$ cat src/rtl/seq_pkg.sv
// rtl/seq_pkg.sv - state encoding and shared constants for the multi-cycle sequencer
package seq_pkg;

   typedef enum logic [2:0] {
      ST_IDLE   = 3'd0,
      ST_FETCH  = 3'd1,
      ST_DECODE = 3'd2,
      ST_EXEC   = 3'd3,
      ST_MEM    = 3'd4,
      ST_WB     = 3'd5,
      ST_HALT   = 3'd6,
      ST_ERROR  = 3'd7
   } seq_state_t;

   localparam int DEFAULT_TIMEOUT = 15;
   localparam int WAIT_W          = 8;

   // FETCH and MEM are the only phases that own the memory port
   function automatic logic is_mem_phase(input seq_state_t s);
      return (s == ST_FETCH) || (s == ST_MEM);
   endfunction

endpackage

$ cat src/rtl/wait_timer.sv
// rtl/wait_timer.sv - saturating memory wait counter with terminal compare
module wait_timer
   import seq_pkg::*;
#(
   parameter int TIMEOUT = DEFAULT_TIMEOUT
) (
   input  logic clk,
   input  logic rst,
   input  logic clr,
   input  logic inc,
   output logic expired
);

   logic [WAIT_W-1:0] count;

   always_ff @(posedge clk) begin
      if (rst || clr) begin
         count <= '0;
      end else if (inc && (count != '1)) begin
         count <= count + 1'b1;
      end
   end

   assign expired = (count == WAIT_W'(TIMEOUT));

endmodule

$ cat src/rtl/cpu_sequencer.sv
// rtl/cpu_sequencer.sv - FETCH/DECODE/EXEC/MEM/WB control sequencer
// Shares one memory port between instruction fetch and data access.
module cpu_sequencer
   import seq_pkg::*;
#(
   parameter int CW      = 16,
   parameter int TIMEOUT = DEFAULT_TIMEOUT
) (
   input  logic          CLOCK,
   input  logic          CLEAR,
   input  logic          START,
   input  logic          HALT_REQ,
   input  logic          MEM_RD,
   input  logic          MEM_WR,
   input  logic          REG_WR,
   input  logic          MEM_READY,
   output logic          PC_WE,
   output logic          IR_WE,
   output logic          REG_WE,
   output logic          MEM_REQ,
   output logic          MEM_WE,
   output logic          DATA_PHASE,
   output logic          BUSY,
   output logic          HALTED,
   output logic          ERR,
   output logic [CW-1:0] INST_COUNT
);

   seq_state_t state, next_state;
   logic       in_mem_phase;
   logic       timer_clr;
   logic       timer_inc;
   logic       timer_expired;
   logic       mem_both;

   // Outside FETCH/MEM the timer sits at zero, so every entry starts fresh
   assign in_mem_phase = is_mem_phase(state);
   assign timer_clr    = !in_mem_phase || MEM_READY;
   assign timer_inc    = in_mem_phase && !MEM_READY;
   assign mem_both     = MEM_RD && MEM_WR;

   wait_timer #(
      .TIMEOUT (TIMEOUT)
   ) u_wait_timer (
      .clk     (CLOCK),
      .rst     (CLEAR),
      .clr     (timer_clr),
      .inc     (timer_inc),
      .expired (timer_expired)
   );

   always_ff @(posedge CLOCK) begin
      if (CLEAR) begin
         state <= ST_IDLE;
      end else begin
         state <= next_state;
      end
   end

   always_comb begin
      next_state = state;
      case (state)
         ST_IDLE:   if (START) next_state = ST_FETCH;
         ST_FETCH: begin
            if (MEM_READY)          next_state = ST_DECODE;
            else if (timer_expired) next_state = ST_ERROR;
         end
         ST_DECODE: next_state = HALT_REQ ? ST_HALT : ST_EXEC;
         ST_EXEC:   next_state = (MEM_RD || MEM_WR) ? ST_MEM : ST_WB;
         ST_MEM: begin
            if (MEM_READY)          next_state = ST_WB;
            else if (timer_expired) next_state = ST_ERROR;
         end
         ST_WB:     next_state = ST_FETCH;
         ST_HALT:   next_state = ST_HALT;
         ST_ERROR:  next_state = ST_ERROR;
         default:   next_state = ST_IDLE;
      endcase
   end

   always_comb begin
      PC_WE      = 1'b0;
      IR_WE      = 1'b0;
      REG_WE     = 1'b0;
      MEM_REQ    = 1'b0;
      MEM_WE     = 1'b0;
      DATA_PHASE = 1'b0;
      BUSY       = 1'b0;
      HALTED     = 1'b0;
      ERR        = 1'b0;
      case (state)
         ST_FETCH: begin
            MEM_REQ = 1'b1;
            IR_WE   = MEM_READY;
            BUSY    = 1'b1;
         end
         ST_DECODE, ST_EXEC: BUSY = 1'b1;
         ST_MEM: begin
            MEM_REQ    = 1'b1;
            MEM_WE     = MEM_WR;
            DATA_PHASE = 1'b1;
            BUSY       = 1'b1;
         end
         // A combined read+write is carried out as a store, so nothing is written back
         ST_WB: begin
            PC_WE  = 1'b1;
            REG_WE = REG_WR && !mem_both;
            BUSY   = 1'b1;
         end
         ST_HALT:  HALTED = 1'b1;
         ST_ERROR: ERR    = 1'b1;
         default: ;
      endcase
   end

   always_ff @(posedge CLOCK) begin
      if (CLEAR) begin
         INST_COUNT <= '0;
      end else if ((state == ST_WB) || ((state == ST_DECODE) && HALT_REQ)) begin
         INST_COUNT <= INST_COUNT + 1'b1;
      end
   end

endmodule

$ cat config.mk
export PLATFORM = sky130hd
export DESIGN_NAME = cpu_sequencer
export DESIGN_NICKNAME = d
export VERILOG_FILES = /design/src/rtl/seq_pkg.sv /design/src/rtl/wait_timer.sv /design/src/rtl/cpu_sequencer.sv
export SDC_FILE = /design/constraint.sdc
export NUM_CORES = 1
export LEC_CHECK = 0
export ABC_CLOCK_PERIOD_IN_PS = 1600
export CORE_UTILIZATION = 40
export CTS_CLUSTER_SIZE = 28
export DETAILED_ROUTE_END_ITERATION = 6
export PLACE_DENSITY = 0.68
export SLEW_MARGIN = 20
export SYNTH_ARGS = -nofsm -noshare
export SYNTH_HDL_FRONTEND = slang
export SYNTH_SLANG_ARGS = --single-unit
$ cat constraint.sdc
create_clock -name CLOCK -period 1.6 [get_ports CLOCK]
set_input_delay 0.24 -clock CLOCK [delete_from_list [all_inputs] [get_ports CLOCK]]
set_output_delay 0.24 -clock CLOCK [all_outputs]
set_load 0.01 [all_outputs]
# After elaboration in Yosys (flattened, before gate mapping)
# Cells that the tools add are included.
# classes
n_addsub,2
reduce_logical,16
muxes,16
eq_ne,10
# ops
op,n
$pmux 3 s8,1
$add 16x1->16 const B,1
$mux 3,5
$eq 3x3->1 const B,4
$mux 1,10
$add 8x1->8 const B,1
$eq 8x4->1 const B,1
$ne 8x8->1 const B,1
$eq 3x2->1 const B,2
$logic_and 1x1->1,5
$logic_or 1x1->1,5
$reduce_or 5->1,1
$eq 3x1->1 const B,1
$logic_not 1->1,3
$logic_not 3->1,1
$ne 2x2->1 const B,1
$reduce_or 2->1,1
# totals
reg_bits,27
wordCells,47

# Depth between registers and ports, before layout
# Gate-level depths: netlist (run 1).
# logic_depth
word_depth,5
ltp_mapped,6
mapped_depth_nobuf,5

# Modules after synthesis
# A second synthesis (run 1) with hierarchy kept.
# hier_totals
hier_cells,174
area_unflattened_um2,1475.2
# by_module_without_submodules
module,area_per_inst_um2,cells_per_inst,instances
cpu_sequencer,1041.0,126,1
wait_timer,434.2,48,1

# Worst setup path before layout (run 1)
# OpenSTA, ideal clock, no wires.
# synth_path
path_kind,reg-to-reg
start,register state[1]
end,register INST_COUNT[15]
stages_incl_launch_ff,7
arrival_ns,1.492
path_slack_ns,0.038
setup_time_ns,0.070
path_buffers,2
path_cell_list,dfxtp_1 > buf_2 > and4bb_2 > buf_2 > o211ai_2 > or4_1 > a21oi_1
# synth_via
elab_chain_len,3
# synth_lines
item,line_no,source
from (decl),cpu_sequencer.sv:29,"seq_state_t state, next_state;"
from (signal assigned),cpu_sequencer.sv:56,state <= next_state;
$eq 3x2->1,cpu_sequencer.sv:119,end else if ((state == ST_WB) || ((state == ST_DECODE) && HALT_REQ)) begin
$logic_and 1x1->1,cpu_sequencer.sv:119,
$logic_or 1x1->1 *,cpu_sequencer.sv:119,
to (signal assigned),cpu_sequencer.sv:120,INST_COUNT <= INST_COUNT + 1'b1;
to (decl),cpu_sequencer.sv:26,output logic [CW-1:0] INST_COUNT
# Every way passes the cells marked *; elsewhere a longest branch is shown, timed or not.
# A chain may end at the register's enable or synchronous reset.

# Worst setup path in the final report (run 1)
# layout_path
start,register state[2]
end,register u_wait_timer.count[3]
# layout_via
elab_chain_len,5
# layout_lines
item,line_no,source
$eq 3x1->1 / $eq 3x3->1 (equally long branches),seq_pkg.sv:20,return (s == ST_FETCH) || (s == ST_MEM);
$logic_or 1x1->1 *,seq_pkg.sv:20,
$logic_not 1->1,cpu_sequencer.sv:38,assign timer_clr = !in_mem_phase || MEM_READY;
$logic_or 1x1->1,cpu_sequencer.sv:38,
$logic_or 1x1->1,wait_timer.sv:17,if (rst || clr) begin
to (signal assigned),wait_timer.sv:20,count <= count + 1'b1;
to (decl),wait_timer.sv:14,logic [WAIT_W-1:0] count;
# Marked as above.

==> results of run 1 <==
-- flip-flops by register name (all words and copies together) (netlist names) --
register and cells:
INST_COUNT 16, u_wait_timer.count 8, state 3
-- area by class of cell --
cell class	count	area [um2]	area share [%]
Tap cell	46	57.6	2.52
Inverter	3	11.3	0.493
Timing Repair Buffer	75	627	27.4
Multi-Input combinational cell	129	995	43.5
Sequential cell	27	564	24.7
Clock buffer	3	22.5	0.986
Clock inverter	1	7.51	0.329
-- per-layer routing --
layer	wire length (um)	share of wire (%)
met1	1800	42
met2	2230	52
met3	121	2.8
met4	100	2.4
met5	0	0
-- timing repair --
action	CTS	global route
resized for setup	66	37
gates cloned	0	1
hold endpoints to repair	0	0
setup buffers	9	2
pin swaps	14	13
endpoints found under the setup margin	31	29
-- placed cells by master (no fill, tap or decap), types with 2 or more instances in the layout --
master	Yosys	final
buf_6	0	9
clkdlybuf4s50_1	0	19
a21oi_1	11	7
nor2_1	18	13
o2111ai_1	2	2
clkbuf_4	0	3
o211ai_1	3	3
inv_1	3	2
or4_4	1	3
o21ai_0	16	15
nand3_1	5	5
or3_1	8	7
a31oi_1	3	3
and3_1	6	6
dfxtp_1	27	16
and4_1	2	2
ha_1	2	2
dlygate4sd2_1	0	4
o41ai_2	0	2
o311ai_4	0	2
buf_2	2	8
buf_4	0	34
nor4_1	5	4
a21oi_2	0	4
nor3_2	1	4
nand4_1	2	2
dfxtp_4	0	4
dfxtp_2	0	7
xor2_1	9	9
nand2_1	9	9
and2_1	3	3
nor2_2	0	4
-- kinds of logic after synthesis --
group / after synthesis
and+or+nand+nor: 72
AOI/OAI and AO/OA: 44
DFF: 27
buffers and inverters: 13
xor gates and xnor gates: 10
adders and majority gates: 2
muxes: 1
-- cell usage after synthesis (all sizes together) --
master	n	area share (%)
dfxtp	27	39
o41ai	2	1.3
nor4bb	1	0.72
and2	3	1.3
a21oi	11	4.0
nand2	9	2.4
nor2	18	4.9
o21bai	1	0.54
o211ai	4	2.5
mux2i	1	0.72
o21ai	16	5.8
nor4	5	2.2
inv	3	0.81
nand3	5	1.8
a31oi	3	1.3
a2111oi	1	0.63
nand4	2	0.90
or4	4	2.4
nor3b	1	0.54
and3	6	2.7
or3	8	3.6
nand2b	2	0.90
ha	2	1.8
and4bb	1	0.90
buf	2	0.72
o31ai	1	0.54
o2111ai	2	1.3
nor3	4	1.8
and3b	1	0.63
o311ai	2	1.3
and4	2	1.3
xnor2	1	0.63
a221oi	1	0.63
xor2	9	5.7
clkbuf	8	2.2
-- power by group --
| group | internal [uW] | leakage [uW] | switching [uW] |
|---|---|---|---|
| registers | 711 | 0.000224 | 39.5 |
| clock network | 95.8 | 0.0000139 | 216 |
| logic | 434 | 0.000636 | 367 |
-- stage by stage --
| stage | TNS, ns | cell area [um2] | std cells | hold WS [ns] | util (%) |
|---|---|---|---|---|---|
| after floorplan | 0 | 1390 | 169 | 0.425 | - |
| after global placement | -3.03 | 1960 | 268 | 0.459 | 58.8 |
| after detailed placement | -3.84 | 1960 | 268 | 0.476 | 58.8 |
| after CTS | -0.374 | 2140 | 281 | 0.495 | 64.3 |
| after global routing | -0.991 | 2280 | 284 | 0.510 | 68.5 |
| final | -0.312 | 2280 | 284 | 0.492 | 68.5 |
-- worst max-delay path: cells and delay by family (launching register included) --
kind,cells,cell delay [ns]
flip-flops,1,0.39
AND/OR/NAND/NOR,2,0.82
XOR/XNOR,1,0.14
AO/OA/AOI/OAI,1,0.14
buffers and inverters,1,0.13
-- path summary, 6_finish.rpt --
path	startpoint	end	slack [ns]	cells past startpoint
worst max-delay path	state[2]$_SDFFE_PP0P_	u_wait_timer.count[3]$_SDFFE_PP0P_	-0.09	5
worst min-delay path	INST_COUNT[1]$_SDFFE_PP0P_	INST_COUNT[1]$_SDFFE_PP0P_	0.49	2
worst max register to register	state[2]$_SDFFE_PP0P_	u_wait_timer.count[3]$_SDFFE_PP0P_	-0.09	5
worst min register to register	INST_COUNT[1]$_SDFFE_PP0P_	INST_COUNT[1]$_SDFFE_PP0P_	0.49	2
==> flow_summary.rst, run 1 <==
.. list-table::
   :header-rows: 1

   * - Metric
     - Value
   * - Outcome
     - finished, violations left
   * - Violations in the final reports
     - negative setup slack
   * - Worst-Margin Slew
     - about 0.43 ns
   * - Final wirelength
     - roughly 4300 um
   * - RD Place Congestion
     - 0.804
   * - Remaining number of nets flagged by the antenna check after routing
     - 0
   * - Complex-gate fraction of the synthesized area
     - around a fifth
   * - Hpwl dp
     - between 2000 and 3000 um
   * - CTS clk-pin slew, worst paths
     - about 0.16 ns
   * - Maximum level of the CTS H-tree
     - 1
   * - Path category of the worst min-delay check
     - reg2reg
   * - Number of synthesized register bits
     - 27
   * - Reported max-cap violation count
     - 0
   * - GRT Total Usage
     - between 20% and 30%
   * - Final number of hold-violating endpoints
     - 0
   * - XOR/XNOR Fraction of Synth Area
     - 6.29%
   * - Startpoint Class
     - flop
   * - GRT overflow
     - 0
   * - Placement Rows
     - 21
   * - Share of the clock period used by the worst path after layout
     - 106%
   * - Multiplexer share of the synthesized area
     - less than 1%
   * - Unrepaired setup endpoints after global routing
     - yes
   * - Post-synthesis share of cell area spent on and, or, nand and nor gates
     - between 20% and 30%
   * - Final worst-path setup slack
     - -0.0923 ns
   * - Adder-cell area share of the yosys netlist
     - between 1.5 and 2%
   * - First-pass GRT wire length
     - between 6000 and 7000 um
   * - Data required time of the worst path
     - 1.87 ns
   * - Dominant combinational cell family by area after synthesis
     - simple AND/OR/NAND/NOR gates
   * - Maximum VDD drop
     - 575 uV
   * - Top Ports
     - 33
   * - Die outline height
     - roughly 61 um
   * - CTS Buffer Depth
     - 2
   * - Data arrival time of the worst path
     - slightly below 2 ns
   * - Critical path fanouts, max
     - 5
   * - Endpoints failing setup
     - 6
   * - Final Slew Violations
     - 0
   * - Clock root buffer master
     - clkbuf_4
   * - Via count of the routed design
     - roughly 1600
   * - Total CTS buffers
     - 3
   * - Synthesized cell area
     - around 1400 um2
   * - Skew-Pair Late Insertion Delay
     - approximately 0.34 ns
   * - Number of iterations in the first detailed-routing pass
     - 4
   * - Maximum number of pins on one net before global-route repair
     - 20
   * - Slowest cell on crit path
     - or4_4
   * - Number of DRC markers in iteration 0
     - between 90 and 100
   * - Vias in the first global route
     - between 1000 and 1500
   * - Final critical path time including I/O delays and setup
     - about 1.7 ns
   * - Setup clock skew after layout
     - roughly 0.017 ns
   * - FILL cells
     - roughly 280
   * - Total leakage power
     - 0.000874 uW
   * - Synthesized area per cell
     - 8.24 um2
   * - Area of the core
     - between 3000 and 4000 um2
   * - Synthesis-to-layout area growth
     - 64.1%
   * - Hold_buf cts
     - 0
   * - Post-synth cell types
     - 38
   * - Register area share after synthesis
     - roughly two fifths
   * - IO buf count
     - 32
   * - Starting Density
     - a little over two fifths
   * - Diode insertion count for antenna repair
     - 0
   * - Worst slew slack as a fraction of its limit
     - between 70% and 80%
   * - Met2 layer usage reported by global route
     - roughly 45%
   * - Met3 global-route usage
     - 4.69%
   * - Element type at the critical path end
     - flop
   * - Clk sink count
     - 27
   * - Post-Place Setup Slack
     - -0.315 ns
   * - Setup Crit Path Kind
     - reg2reg
   * - Post-detailed-route via-to-cell ratio
     - 5.49
   * - DRC violations left
     - 0
   * - Avg WL per Cell
     - about 15 um
   * - Power Dens Cells
     - 816 nW/um2
   * - Tot Pwr
     - 1860 uW
   * - Ys Warns
     - 0
   * - Fraction of layout cells with a size suffix above 1
     - a little over two fifths
   * - Ordered list of cells on the worst path
     - buf_6 -> xnor2_4 -> or4_4 -> or3_1 -> a21oi_1
   * - Layout net count
     - 249
   * - GR Layer Usage met1
     - approximately a quarter
   * - Die boundary width
     - between 60 and 70 um
   * - Count of mapped cells out of synthesis
     - between 150 and 200
   * - CP peak stage delay
     - 0.48 ns
   * - Post-synthesis net count
     - approximately 180
   * - Total die area
     - 3720 um2
   * - Number of antenna violations at the first check in global routing
     - 0
   * - Achievable frequency
     - just under 0.6 GHz
   * - Most Crowded Layer GR
     - met2
   * - CTS tree
     - done
Note: power is estimated with default switching activity, not from simulation.
==> run 2: changes to the inputs <==
Settings changed: CTS_CLUSTER_SIZE 28 to 20.
==> results of run 2 <==
No change in the layout: final DEF, timing and power equal those of run 1.
